$ cat src/rtl/ysyx_25030085_pkg.sv
// ysyx_25030085_pkg: shared widths, encodings and IFU state type
package ysyx_25030085_pkg;
  localparam int XLEN = 32;
  localparam logic [XLEN-1:0] RESET_PC_DEFAULT = 32'h8000_0000;
  localparam logic [XLEN-1:0] NOP = 32'h0000_0013;
  localparam logic [XLEN-1:0] EBREAK = 32'h0010_0073;
  typedef enum logic [2:0] {IDLE, REQ, WAIT, HOLD, HALT} ifu_state_t;
endpackage

$ cat src/rtl/ysyx_25030085_ifu_pc.sv
// ysyx_25030085_ifu_pc: program counter with sequential/word-aligned redirect next-pc select
module ysyx_25030085_ifu_pc
  import ysyx_25030085_pkg::*;
#(
  parameter logic [XLEN-1:0] RESET_PC = RESET_PC_DEFAULT
) (
  input  logic            clk,
  input  logic            rst,
  input  logic            load,
  input  logic            redirect_valid,
  input  logic [XLEN-1:0] redirect_pc,
  output logic [XLEN-1:0] pc
);
  logic [XLEN-1:0] pc_n;
  assign pc_n = redirect_valid ? (redirect_pc & ~32'd3) : pc + 32'd4;
  always_ff @(posedge clk) begin
    if (rst) pc <= RESET_PC;
    else if (load) pc <= pc_n;
  end
endmodule

$ cat src/rtl/ysyx_25030085_ifu.sv
// ysyx_25030085_ifu: single-outstanding fetch FSM; YSYX_25030085_IFU_EBREAK_HALT_EN stops fetch after ebreak
module ysyx_25030085_ifu
  import ysyx_25030085_pkg::*;
#(
  parameter logic [XLEN-1:0] RESET_PC = RESET_PC_DEFAULT
) (
  input  logic            clk,
  input  logic            rst,
  output logic            imem_req_valid,
  input  logic            imem_req_ready,
  output logic [XLEN-1:0] imem_req_addr,
  input  logic            imem_rsp_valid,
  input  logic [XLEN-1:0] imem_rsp_data,
  output logic            inst_valid,
  input  logic            inst_ready,
  output logic [XLEN-1:0] inst,
  output logic [XLEN-1:0] inst_pc,
  input  logic            redirect_valid,
  input  logic [XLEN-1:0] redirect_pc,
  output logic            halted
);
  ifu_state_t state, state_n;
  logic [XLEN-1:0] pc;
  logic hs, halt_hs;
  assign hs = state == HOLD && inst_ready;
`ifdef YSYX_25030085_IFU_EBREAK_HALT_EN
  assign halt_hs = hs && inst == EBREAK;
  assign halted = state == HALT;
`else
  assign halt_hs = 1'b0;
  assign halted = 1'b0;
`endif
  ysyx_25030085_ifu_pc #(.RESET_PC(RESET_PC)) u_pc (
    .clk(clk),
    .rst(rst),
    .load(hs && !halt_hs),
    .redirect_valid(redirect_valid),
    .redirect_pc(redirect_pc),
    .pc(pc)
  );
  always_comb begin
    state_n = state == IDLE ? REQ :
              state == REQ  ? (imem_req_ready ? WAIT : REQ) :
              state == WAIT ? (imem_rsp_valid ? HOLD : WAIT) :
              state == HOLD ? (hs ? (halt_hs ? HALT : REQ) : HOLD) :
              HALT;
  end
  always_ff @(posedge clk) begin
    if (rst) begin
      state <= IDLE;
      inst <= NOP;
      inst_pc <= RESET_PC;
    end else begin
      state <= state_n;
      if (state == WAIT && imem_rsp_valid) begin
        inst <= imem_rsp_data;
        inst_pc <= pc;
      end
    end
  end
  assign imem_req_valid = state == REQ;
  assign imem_req_addr = pc;
  assign inst_valid = state == HOLD;
endmodule

$ cat config.mk
export PLATFORM = sky130hd
export DESIGN_NAME = ysyx_25030085_ifu
export DESIGN_NICKNAME = d
export VERILOG_FILES = /design/src/rtl/ysyx_25030085_pkg.sv /design/src/rtl/ysyx_25030085_ifu_pc.sv /design/src/rtl/ysyx_25030085_ifu.sv
export SDC_FILE = /design/constraint.sdc
export NUM_CORES = 1
export LEC_CHECK = 0
export CAP_MARGIN = 40
export CELL_PAD_IN_SITES_DETAIL_PLACEMENT = 1
export CELL_PAD_IN_SITES_GLOBAL_PLACEMENT = 2
export CORE_MARGIN = 4
export CORE_UTILIZATION = 34
export CTS_CLUSTER_DIAMETER = 40
export DETAILED_ROUTE_END_ITERATION = 10
export DONT_BUFFER_PORTS = 1
export PLACE_DENSITY_LB_ADDON = 0.1
export SYNTH_ARGS = -nofsm -noshare
export SYNTH_HDL_FRONTEND = slang
export SYNTH_SLANG_ARGS = --single-unit
$ cat constraint.sdc
create_clock -name clk -period 2.9 [get_ports clk]
set_input_delay 0.87 -clock clk [delete_from_list [all_inputs] [get_ports clk]]
set_output_delay 0.87 -clock clk [all_outputs]
set_load 0.1 [all_outputs]
==> summary.md, run 1 <==
| Metric | Value |
|---|---|
| Outcome | finished clean |
| Worst-path fanout max | 8 |
| CTS Buf Count | 9 |
| R2R setup slack | around 0.75 ns |
| Hold Startpoint | inst[11] |
| YS warnings | 0 |
| Final Hold Vio Count | 0 |
| Setup violations, final | 0 |
| Wirelength per Cell | between 15 and 20 um |
| Initial DRC Count | 116 |
| Period Utilization, post-route | between 70% and 80% |
| Placer's final routability congestion estimate | roughly 0.75 |
| Worst skew pair latency | 0.34 ns |
| Synth area leaders | dfxtp_1 (44%), nand2_1 (13%), a21oi_1 (9.6%) |
| Leakage | approximately 2 nW |
| Die area | ~15000 um2 |
| Area leader, netlist | dfxtp_1 |
| Seq cells post-synth | 95 |
| Worst hold endpoint | inst[11] |
| Synth unique cells | 57 |
| F_max | about 0.44 GHz |
| Avg Cell Area, Syn | around 7.6 um2 |
| I/O pin count | about 170 |
| MaxCap Viol Count | 0 |
| Final Skew | just under 0.006 ns |
| CP Buf/Inv Count | 1 |
| I/O Buffers | 0 |
| # fillers | 1507 |
| Setup WS pre-CTS | about 0.70 ns |
| Final worst path period need | approximately 2.3 ns |
| Diode count | 0 |
| Min-Delay Path Depth | 2 |
| Max clock buf depth | 2 |
| Most frequent cells after synthesis | nand2_1 (155), dfxtp_1 (95), a21oi_1 (83) |
| Cell Pwr Density | between 500 and 600 nW/um2 |
| 1st-pass router iterations | 4 |
| CTS tree | done |
| Post-Syn Instances | around 570 |
| Vias in the first global route | 4441 |
| DR vias | about 4300 |
| Vias per inst | 5.331 |
| WP data arrival | about 1.4 ns |
| Worst slew margin | 55.97% |
| CP Class | flop to output port |
| Nets | 701 |
| Count leader, synth | nand2_1 |
| Clock slew seen by the registers of the worst setup and hold paths | about 0.060 ns |
| Post-CTS Setup Inserts | 0 |
| Required @ worst endpoint | between 2 and 2.5 ns |
| Grt total ovfl | 0 |
| Post-synth top area share | approximately 44% |
| Worst path top cell family by delay | flip-flops |
| Fin. max-slew vios | 0 |
| Register area share after synthesis | around 44% |
| Layout cell share with drive strength beyond 1 | 19.53% |
| CTS resizes | 0 |
| Post-detailed-route count of antenna-violating nets | 0 |
| Die H | 120.9 um |
| DRC Markers | 0 |
| Placed cells | 787 |
| CP max stage delay | 0.49 ns |
| Cell Count, Final, Fillers Out | 803 |
| Min-delay worst type | flop to flop |
| Final wirelength | 13940 um |
| GRT Total Usage | around a fifth |
| H-tree levels | 3 |
| Initial antenna violation count | 0 |
| CP startpoint kind | flop |
| Worst r2r src | u_pc.pc[3] |
| RSZ-0062 raised after global routing | false |
| Layout area overhead | 25.28% |
| First-pass GRT wire length | 22640 um |
| CTS sink count | 95 |
| Synth Cell Area | roughly 4300 um2 |
| Largest net degree at the start of global routing | 92 |
| Clock root buffer | clkbuf_16 |
| Final WS setup | between 0.6 and 0.7 ns |
| R2r endpoint | u_pc.pc[22] |
| Crit-path cells | nor3b_4 > buf_4 |
| Num rows | 40 |
| Slowest cell on crit path | dfxtp_1 |
| Die outline width | ~120 um |
| Maximum vdd drop | 249.8 uV |
| Total negative slack | 0 ns |
| Crit end category | output port |
| Worst slew pin tran | 0.6605 ns |
| Number of hold buffers added after cts | 0 |
| FF-to-FF path depth | 6 |
| HPWL Detailed | ~10000 um |
| Starting Density | a little over a third |
| Number of synthesized flops with an enable pin | 0 |
| Core Area | around 12000 um2 |
| Async set-reset flop share out of synthesis | 0% |
| Top FF cell, synth | dfxtp_1 |
## layout by cell type, fill, tap and decap left out, drive strengths merged, types with 3 or more instances in the layout
master  Yosys  routed
a211oi      3       3
a21o        3       3
a21oi      83      83
a31oi       8       8
a32o        6       6
and3       12      12
and4        6       6
buf        17     102
clkbuf     37      13
clkinv      1       3
conb        1       5
dfxtp      95      95
inv         3       3
mux2i       4       4
nand2     155     155
nand3      21      21
nand3b      3       3
nand4       8       8
nor2       21      21
nor3        8       8
nor4        3       3
o211ai      7       7
o21ai      15      15
o31ai       4       4
or3         5       5
or4         5       5
## final cells by class
type	count	area (um2)	area share, %
multi-input cells	418	2202	40.59
flip-flops and latches	95	1902	35.06
repair buffers	102	785.8	14.48
well taps	168	210.2	3.875
inverters	4	15.01	0.2768
clock buffers	13	270.3	4.982
clock inverters	3	40.04	0.7380
## worst min-delay path, cell delays in order (launching register included)
cell and delay [ns]:
dfxtp_1 0.31, nand2_1 0.05, a21oi_1 0.05
## cells by family after synthesis
logic type                 synth area share [%]
and+or+nand+nor                           28.63
AOI/OAI and AO/OA                         20.11
DFF                                       43.92
buffers and inverters                     6.038
muxes                                    0.9246
adders and majority gates                0.2889
other                                   0.08660
## metal layers
| layer | track usage [%] | part of all wire (%) |
|---|---|---|
| met1 | 23.00 | 42 |
| met2 | 33.90 | 51 |
| met3 | 4.615 | 5.7 |
| met4 | 5.524 | 1.1 |
| met5 | 0 | 0 |
## metrics by stage
step	instance area, um2	hold WS, ns	utilization, %	power, mW
after floorplan	4350	0.5310	-	1.638
after global placement	5087	0.4364	41.49	1.657
after detailed placement	5115	0.4425	41.71	1.665
after CTS	5425	0.4511	44.24	2.900
after global routing	5425	0.4720	44.24	2.983
final	5425	0.4522	44.24	2.864
## report_power, final
part / total [mW] / switching, mW / internal [mW]
logic: 0.296 / 0.234 / 0.0618
registers: 1.34 / 0.0144 / 1.32
clock network: 1.23 / 0.493 / 0.737
total: 2.86 / 0.742 / 2.12
## how the worst max path moves through the flow
stage | start | endpoint | slack, ns | cells past startpoint
after detailed placement | redirect_valid | u_pc.pc[25] | 0.70 | 4
final | state[0] | imem_req_valid | 0.64 | 2
after floorplan | u_pc.pc[3] | u_pc.pc[22] | 0.24 | 8
after global placement | redirect_valid | u_pc.pc[25] | 0.68 | 4
after global routing | u_pc.pc[3] | u_pc.pc[22] | 0.57 | 6
after CTS | state[0] | imem_req_valid | 0.62 | 2
## state kept, by name, summed over array words and instances (netlist names)
register,flops
inst,32
inst_pc,30
state,3
u_pc.pc,30
Power figures use the tool's default switching activity.
==> run 2, diff against run 1 <==
==> constraint.sdc (replaced) <==
create_clock -name clk -period 2.1 [get_ports clk]
set_input_delay 0.63 -clock clk [delete_from_list [all_inputs] [get_ports clk]]
set_output_delay 0.63 -clock clk [all_outputs]
set_load 0.1 [all_outputs]
==> run 2 against run 1 <==
Utilization increased by 0.86 points. Critical path depth is the same. Global-route usage up 0.42 points. Worst hold slack got worse by 0.10 ns. Die area stayed put. Via count grew 0.54%. Routed wire length increased by 3.0%. Register-to-register slack worse by 0.56 ns. Cell count grew 1.1%. Clock-buffer cell count decreased by 3. Critical path type unchanged.
==> summary.md, run 2 (synthesis results as in run 1) <==
| Metric | Value |
|---|---|
| FF-to-FF path depth | 5 (-1) |
| Area of the multi-input gates | 2203 um2 (about the same) |
| Min-delay worst type | input pin to flop |
| RSZ-0062 raised after global routing | false |
| I/O pin count | 169 (unchanged) |
| CP Buf/Inv Count | 1 (unchanged) |
| Layout Utilization | 45.10% (+0.86 points) |
| Setup violations, final | 0 (unchanged) |
| DRC Markers | 0 (unchanged) |
| Die outline width | 120.9 um (unchanged) |
| Vias in the first global route | 4397 (-0.99%) |
| Diode count | 0 (unchanged) |
| Cell Count, Final, Fillers Out | 812 (+1.1%) |
| Final wirelength | 14360 um (+3.0%) |
| Maximum vdd drop | 285.5 uV (+14%) |
| Worst-path fanout max | 8 (unchanged) |
| Post-CTS Setup Inserts | 0 (unchanged) |
| Final Hold Vio Count | 0 (unchanged) |
| Period Utilization, post-route | 95.36% |
| Final Skew | 0.009583 ns (+0.003702 ns) |
| Storage cell area | 1946 um2 (+2.3%) |
| Placer's final routability congestion estimate | 0.8511 (+14%) |
| Vias per inst | 5.300 (-0.58%) |
| Cell Pwr Density | 720.8 nW/um2 (+37%) |
| CTS resizes | 0 (unchanged) |
| CP Class | flop to output port |
| Critical Path Stages | 2 (unchanged) |
| CP max stage delay | 0.48 ns (about the same) |
| Starting Density | 35.32% (unchanged) |
| Number of hold buffers added after cts | 0 (unchanged) |
| Fin. max-slew vios | 0 (unchanged) |
| Final WS setup | 0.09753 ns (-0.5430 ns) |
| 1st-pass router iterations | 4 (unchanged) |
| Total negative slack | 0 ns (unchanged) |
| Largest Register | inst |
| DR vias | 4304 (+0.54%) |
| Largest net degree at the start of global routing | 92 (unchanged) |
| Post-detailed-route count of antenna-violating nets | 0 (unchanged) |
| Most common cell after layout, fill and taps aside | nand2_1 |
| # fillers | 1521 (+0.93%) |
| Crit end category | output port |
| Layout cell share with drive strength beyond 1 | 24.53% (+5.0 points) |
| CTS tree | done |
| Initial DRC Count | 243 (+110%) |
| I/O Buffers | 0 (unchanged) |
| MaxCap Viol Count | 0 (unchanged) |
| CTS sink count | 95 (unchanged) |
| CP startpoint kind | flop |
| Clock root buffer | clkbuf_16 |
| Final worst path period need | 2.002 ns |
| Max clock buf depth | 2 (unchanged) |
| CTS Buf Count | 9 (unchanged) |
| HPWL Detailed | 10310 um (+4.5%) |
| Leakage | 2.110 nW (+2.7%) |
| Worst skew pair latency | 0.35 ns (about the same) |
| Slowest cell on crit path | dfxtp_1 |
| WP data arrival | 1.37 ns (-0.02 ns) |
| Worst r2r src | state[0] |
| Nets | 710 (+1.3%) |
| F_max | around 0.5 GHz |
| Min-Delay Path Depth | 1 (-1) |
| Die H | 120.9 um (unchanged) |
| Core Area | 12260 um2 (unchanged) |
| Die area | 14610 um2 (unchanged) |
| Initial antenna violation count | 0 (unchanged) |
| Most frequent cells in the layout | nand2_1 (155), buf_4 (110), a21oi_1 (83) |
| CP startpoint | state[0] |
| Crit-path cells | nor3b_4 > buf_4 |
| Worst path top cell family by delay | flip-flops |
| Num rows | 40 (unchanged) |
| Setup WS pre-CTS | 0.2124 ns (-0.4843 ns) |
| Required @ worst endpoint | 1.47 ns (-0.56 ns) |
| Wirelength per Cell | 17.69 um (+1.9%) |
| First-pass GRT wire length | 23000 um (+1.6%) |
| Top flop regs | inst x32, inst_pc x30, u_pc.pc x30 |
| Grt total ovfl | 0 (unchanged) |
| H-tree levels | 3 (unchanged) |
| Placed cells | 796 (+1.1%) |
| Outcome | finished clean |
| Max reg flops | 32 (unchanged) |
| Clock slew seen by the registers of the worst setup and hold paths | 0.07 ns (about the same) |
| Hold Startpoint | rst |
| GRT Total Usage | 19.58% (+0.42 points) |
| Layout area overhead | 27.71% |
## run 2: layout make-up
| type | count | area share [%] |
|---|---|---|
| clock buffers | 10 | 4.321 |
| clock inverters | 6 | 1.290 |
| inverters | 4 | 0.2715 |
| multi-input cells | 418 | 39.84 |
| flip-flops and latches | 95 | 35.18 |
| well taps | 168 | 3.801 |
| repair buffers | 111 | 15.29 |
## run 2: worst register-to-register path, stage by stage (launching register included)
cell and delay (ns):
dfxtp_1 0.48, and3b_2 0.24, nand2_1 0.26, or3_1 0.42, or3_1 0.32, o211ai_1 0.10
## run 2: report_power, final
group	internal [mW]	switching [mW]	total, mW
logic	0.0899	0.325	0.414
clock network	0.972	0.759	1.73
registers	1.82	0.0198	1.84
## run 2: worst paths after layout
path / endpoint / slack [ns]
max: imem_req_valid / 0.1
min: u_pc.pc[19] / 0.35
max reg2reg: u_pc.pc[27] / 0.19
min reg2reg: inst_pc[30] / 0.45
## run 2: through the flow
stage                     hold slack, ns  cell area [um2]  power, mW
after floorplan                   0.5498             4402      2.259
after global placement            0.4360             5220      2.291
after detailed placement          0.4417             5220      2.299
after CTS                         0.3395             5530      4.053
after global routing              0.3320             5530      4.164
final                             0.3488             5530      3.986
## run 2: metal layers
| metal | global-route usage, % | vias up | routed length, um |
|---|---|---|---|
| met5 | 0 | - | 0 |
| met4 | 6.657 | 0 | 229 |
| met3 | 5.035 | 16 | 932 |
| met2 | 32.62 | 111 | 6961 |
| met1 | 24.58 | 2059 | 6238 |
| li1 | - | 2118 | - |
==> run 3, diff against run 2 <==
--- a/config.mk
+++ b/config.mk
@@ -14,6 +14,7 @@
 export DETAILED_ROUTE_END_ITERATION = 10
 export DONT_BUFFER_PORTS = 1
 export PLACE_DENSITY_LB_ADDON = 0.1
+export SLEW_MARGIN = 20
 export SYNTH_ARGS = -nofsm -noshare
 export SYNTH_HDL_FRONTEND = slang
 export SYNTH_SLANG_ARGS = --single-unit
==> results of run 3 <==
No change in the layout: final DEF, timing and power equal those of run 2.
